### src/rtl/task7_eval_sequencer.sv
// Sequencer for y = 0.5*x + x^2*cos((x-128)/128) on one float32 sample at a time,
// time-sharing one FP multiplier, one FP add/sub unit and one cosine unit.
module task7_eval_sequencer #(
    parameter int MUL_LAT     = 2,
    parameter int ADD_LAT     = 3,
    parameter int COS_TIMEOUT = 64
) (
    input  logic        clk,
    input  logic        reset,
    input  logic        in_valid,
    output logic        in_ready,
    input  logic [31:0] data,
    output logic        out_valid,
    input  logic        out_ready,
    output logic [31:0] result,
    output logic        err,
    output logic        busy,
    output logic [31:0] mul_a,
    output logic [31:0] mul_b,
    input  logic [31:0] mul_res,
    output logic [31:0] add_a,
    output logic [31:0] add_b,
    output logic        add_sub,
    input  logic [31:0] add_res,
    output logic [31:0] cos_angle,
    output logic        cos_start,
    input  logic        cos_done,
    input  logic [31:0] cos_res,
    output logic        cos_reset
);

    localparam logic [3:0] S_IDLE  = 4'd0;
    localparam logic [3:0] S_SUB   = 4'd1;
    localparam logic [3:0] S_SCALE = 4'd2;
    localparam logic [3:0] S_COS   = 4'd3;
    localparam logic [3:0] S_HALF  = 4'd4;
    localparam logic [3:0] S_SQ    = 4'd5;
    localparam logic [3:0] S_PROD  = 4'd6;
    localparam logic [3:0] S_ADD   = 4'd7;
    localparam logic [3:0] S_OUT   = 4'd8;

    localparam int LAT_MAX = (MUL_LAT > ADD_LAT) ? MUL_LAT : ADD_LAT;
    localparam int CNT_MAX = (LAT_MAX > COS_TIMEOUT) ? LAT_MAX : COS_TIMEOUT;
    localparam int CW      = $clog2(CNT_MAX + 1);

    localparam logic [CW-1:0] MUL_LAST = CW'(MUL_LAT - 1);
    localparam logic [CW-1:0] ADD_LAST = CW'(ADD_LAT - 1);
    localparam logic [CW-1:0] COS_LAST = CW'(COS_TIMEOUT);

    localparam logic [31:0] F_128    = 32'h4300_0000;
    localparam logic [31:0] F_INV128 = 32'h3C00_0000;
    localparam logic [31:0] F_HALF   = 32'h3F00_0000;
    localparam logic [31:0] F_QNAN   = 32'h7FC0_0000;

    logic [3:0]    state_q, state_d;
    logic [CW-1:0] cnt_q, cnt_d;
    logic [31:0]   x_q, x_d, t_q, t_d, c_q, c_d, h_q, h_d, s_q, s_d, p_q, p_d;
    logic [31:0]   result_q, result_d;
    logic          err_q, err_d;
    logic          cos_timeout;

    assign in_ready  = (state_q == S_IDLE) && !reset;
    assign out_valid = (state_q == S_OUT);
    assign busy      = (state_q != S_IDLE);
    assign result    = result_q;
    assign err       = err_q;
    assign cos_reset = reset || cos_timeout;

    always_comb begin
        state_d     = state_q;
        cnt_d       = cnt_q + CW'(1);
        x_d         = x_q;
        t_d         = t_q;
        c_d         = c_q;
        h_d         = h_q;
        s_d         = s_q;
        p_d         = p_q;
        result_d    = result_q;
        err_d       = err_q;
        mul_a       = '0;
        mul_b       = '0;
        add_a       = '0;
        add_b       = '0;
        add_sub     = 1'b0;
        cos_angle   = '0;
        cos_start   = 1'b0;
        cos_timeout = 1'b0;
        case (state_q)
            S_IDLE: begin
                cnt_d = '0;
                if (in_valid) begin
                    x_d = data;
                    // All-ones exponent (Inf or NaN) skips the datapath entirely.
                    if (&data[30:23]) begin
                        result_d = F_QNAN;
                        err_d    = 1'b1;
                        state_d  = S_OUT;
                    end else begin
                        state_d = S_SUB;
                    end
                end
            end
            S_SUB: begin
                add_a   = x_q;
                add_b   = F_128;
                add_sub = 1'b1;
                if (cnt_q == ADD_LAST) begin
                    t_d     = add_res;
                    cnt_d   = '0;
                    state_d = S_SCALE;
                end
            end
            S_SCALE: begin
                mul_a = t_q;
                mul_b = F_INV128;
                if (cnt_q == MUL_LAST) begin
                    t_d     = mul_res;
                    cnt_d   = '0;
                    state_d = S_COS;
                end
            end
            S_COS: begin
                cos_angle = t_q;
                cos_start = (cnt_q == '0);
                // A done seen in the start cycle belongs to no request of ours.
                if (cnt_q != '0 && cos_done) begin
                    c_d     = cos_res;
                    cnt_d   = '0;
                    state_d = S_HALF;
                end else if (cnt_q == COS_LAST) begin
                    cos_timeout = 1'b1;
                    result_d    = F_QNAN;
                    err_d       = 1'b1;
                    cnt_d       = '0;
                    state_d     = S_OUT;
                end
            end
            S_HALF: begin
                mul_a = F_HALF;
                mul_b = x_q;
                if (cnt_q == MUL_LAST) begin
                    h_d     = mul_res;
                    cnt_d   = '0;
                    state_d = S_SQ;
                end
            end
            S_SQ: begin
                mul_a = x_q;
                mul_b = x_q;
                if (cnt_q == MUL_LAST) begin
                    s_d     = mul_res;
                    cnt_d   = '0;
                    state_d = S_PROD;
                end
            end
            S_PROD: begin
                mul_a = s_q;
                mul_b = c_q;
                if (cnt_q == MUL_LAST) begin
                    p_d     = mul_res;
                    cnt_d   = '0;
                    state_d = S_ADD;
                end
            end
            S_ADD: begin
                add_a = h_q;
                add_b = p_q;
                if (cnt_q == ADD_LAST) begin
                    result_d = add_res;
                    err_d    = 1'b0;
                    cnt_d    = '0;
                    state_d  = S_OUT;
                end
            end
            S_OUT: begin
                cnt_d = '0;
                if (out_ready) state_d = S_IDLE;
            end
            default: begin
                cnt_d   = '0;
                state_d = S_IDLE;
            end
        endcase
    end

    always_ff @(posedge clk) begin
        if (reset) begin
            state_q  <= S_IDLE;
            cnt_q    <= '0;
            x_q      <= '0;
            t_q      <= '0;
            c_q      <= '0;
            h_q      <= '0;
            s_q      <= '0;
            p_q      <= '0;
            result_q <= '0;
            err_q    <= 1'b0;
        end else begin
            state_q  <= state_d;
            cnt_q    <= cnt_d;
            x_q      <= x_d;
            t_q      <= t_d;
            c_q      <= c_d;
            h_q      <= h_d;
            s_q      <= s_d;
            p_q      <= p_d;
            result_q <= result_d;
            err_q    <= err_d;
        end
    end

endmodule
### config.mk
export PLATFORM = sky130hd
export DESIGN_NAME = task7_eval_sequencer
export DESIGN_NICKNAME = d
export VERILOG_FILES = /design/src/rtl/task7_eval_sequencer.sv
export SDC_FILE = /design/constraint.sdc
export NUM_CORES = 1
export LEC_CHECK = 0
export ABC_AREA = 1
export BUFFER_PORTS_ARGS = -buffer_cell sky130_fd_sc_hd__buf_2
export CORE_ASPECT_RATIO = 0.6
export CORE_UTILIZATION = 51
export DETAILED_ROUTE_END_ITERATION = 7
export PLACE_DENSITY = 0.8
export SKIP_CTS_REPAIR_TIMING = 1
export SLEW_MARGIN = 0
export SYNTH_ARGS = -nofsm -noshare
export SYNTH_HDL_FRONTEND = slang
export SYNTH_SLANG_ARGS = --single-unit
### constraint.sdc
create_clock -name clk -period 1.76 [get_ports clk]
set_clock_uncertainty 0.05 [all_clocks]
set_input_delay 0 -clock clk [delete_from_list [all_inputs] [get_ports clk]]
set_output_delay 0 -clock clk [all_outputs]
set_load 0.02 [all_outputs]
==> flow_summary.toml <==
[power_and_ir_drop]
power.leakage_nw = 8.05
peakVddDrop_mv = 0.946
power_density_nw_per_um2 = 1220

[yosys]
ys_ff_latch = 236
yosysTopAreaCellShare = 0.446
synth_top_area_cell = "dfxtp_1"
syn-instance-count = 1529
syn_area_um2 = 10600
yosysWarnings = 0
synth.net_count = 1666
yosysSeqAreaShare = 0.446
ys_types = 27
syn_avg_cell_area_um2 = 6.93
netlist_top_cells_area = "dfxtp_1 45%, o21ai_0 8.4%, nor2_1 8.1%"

[placement]
port_buffers = 331
dpl.cell_count = 2095
place_congestion = 0.941
hpwl_mm = 26.5
postPlaceCellArea_um2 = 12900

[routing]
drt_iter0_drc = 2161
wl_mm = 56.3
drtAntennaViolNets = 0
routed_via_density = 6.29
drc_errors = 2
wl_per_cell_um = 24.4
dr.pass1.iters = 8
num_vias = 14500

[sta]
tightest_slew_ns = 0.676
worst_slack_ns = -0.735
final_max_slew_viol_count = 0
max_slew_margin = 0.550
post-route-period-util = 1.42
fin_crit_ns = 2.49
finalHoldViolations = 0
setup_viol = 336
rsz0062_at_grt = "true"
fmax_mhz = 401

[critical_path]
cp_max_fo = 58
r2r_cells = 10
cpPeakStageDelay_ns = 0.62
r2r-start = "cnt_q[1]"
r2r-end = "p_q[17]"
arrival_ns = 2.81
cp_slowest_cell = "a21oi_1"
cp_cell_sequence = "inv_4 -> ha_4 -> inv_1 -> nor2_2 -> nand2_2 -> buf_6 -> nor2_4 -> buf_12 -> o21ai_0 -> a21oi_1"
cp.required_ns = 2.07
end_kind = "flop"
criticalPathCategory = "reg -> reg"
startpoint_type = "flop"
reg2reg_setup_slack_ns = -0.73

[die]
core_um2 = 20200
initial_core_util = 0.525
die_x_um = 188
die_h_um = 114
ios = 332
dieArea_um2 = 21400
num_rows = 40

[cts]
path_clk_slew_ns = 0.07
cts_buffers = 22
clockBufferDepth = 3
h-tree-depth = 1
cts_tree = "yes"
cts_sinks = 236
worstSkewPairLatency_ns = 0.54
cts_root_buf = "clkbuf_16"

[final_layout]
multi_input_area_um2 = 6370
n_fill_cell = 773
area_growth_pct = 73.4
final_cell_mix = "230 x dfxtp_1, 175 x inv_1, 175 x buf_2"
diodes = 0
final_common_cell = "dfxtp_1"
seqCellArea_um2 = 4730
fin_cells = 2311
final_layout_size_suffix_gt1_frac = 0.375
fin_nets = 2164
postLayoutCellArea_um2 = 18400

[min_path]
min-delay-start = "in_valid"
min_path_cells = 4
hold_end = "x_q[13]"
hold_class = "in -> reg"

[grt]
gr-total-overflow = 0
grt_max_degree = 66
track_usage = 0.327
antenna_found_initial = 0
grt_pass1_wl_mm = 55.8
grt_pass1_vias = 10600

[flow_run]
maxCapViolations = 0

[status]
violations = "DRC, setup timing"
status = "finished with violations"
-- final cells by class --
type                       instances  share of cell area
multi-input combinational        992               0.347
timing repair buffer             574               0.294
sequential                       236               0.258
inverter                         198              0.0435
clock buffer                      33              0.0356
tap                              273              0.0186
timing repair inverter             3             0.00198
clock inverter                     2             0.00191
-- cell usage after synthesis, drive strengths merged --
cell    instances
buf            33
a21oi         162
nand3          38
nand3b          1
nand2         218
o22ai          28
o21ai         258
xnor2           1
ha              4
nor3            3
inv           196
dfxtp         236
nor2          239
o221ai         36
xor2            4
clkinv          2
clkbuf         70
-- state kept, by name, indices dropped and copies added (netlist names) --
signal,count
result,32
err,1
cnt_q,7
c_q,32
t_q,32
s_q,32
h_q,32
p_q,32
state_q,4
x_q,32
-- power breakdown --
part,internal [mW],switching (mW)
logic,3.69,6.96
registers,6.26,0.594
clock network,2.69,2.15
total,12.6,9.70
-- metrics by stage --
stage               setup TNS (ns)   util  power, mW  hold WS [ns]  setup slack [ns]
finish                      -69.78  0.911       22.3        0.0225            -0.735
global route                -84.28  0.911       22.9        0.0380            -0.672
CTS                         -54.30  0.672       18.2        -0.312            -0.537
detailed placement           -5.35  0.638       13.6         0.221            -0.134
global placement             -3.18  0.638       13.4         0.210           -0.0781
floorplan                        0      -       11.0        0.0298             0.138
-- worst max-delay path, delay by kind of cell (launching register included) --
family                   cells  cell delay (ns)
AND/OR/NAND/NOR              3             0.35
flip-flops                   1             0.36
buffers and inverters        4             0.54
AO/OA/AOI/OAI                2             0.89
adder cells (fa/ha/maj)      1             0.12
-- cells by family (layout without fill, tap and decap cells) --
| logic type | count (synthesis) | count (layout) | synth area share |
|---|---|---|---|
| AOI/OAI and AO/OA | 484 | 484 | 0.245 |
| xor gates and xnor gates | 5 | 5 | 0.00413 |
| adders and majority gates | 4 | 4 | 0.00472 |
| buffers and inverters | 301 | 810 | 0.111 |
| DFF | 236 | 236 | 0.446 |
| and+or+nand+nor | 499 | 499 | 0.189 |
-- worst max path at each step --
stage               startpoint          to
detailed placement  state_q[3]     t_q[29]
global placement    state_q[3]     t_q[24]
global route          cnt_q[1]     p_q[17]
floorplan           state_q[1]  result[10]
finish                cnt_q[1]     p_q[17]
CTS                   cnt_q[1]   cos_reset
-- per-layer routing --
layer / vias up / wire length (um) / track usage
met2: 1450 / 24700 / 0.539
met3: 422 / 8420 / 0.0640
met5: - / 0 / 0
met1: 6679 / 19200 / 0.433
met4: 0 / 3910 / 0.105
li1: 5985 / - / -
Power figures use the tool's default switching activity.
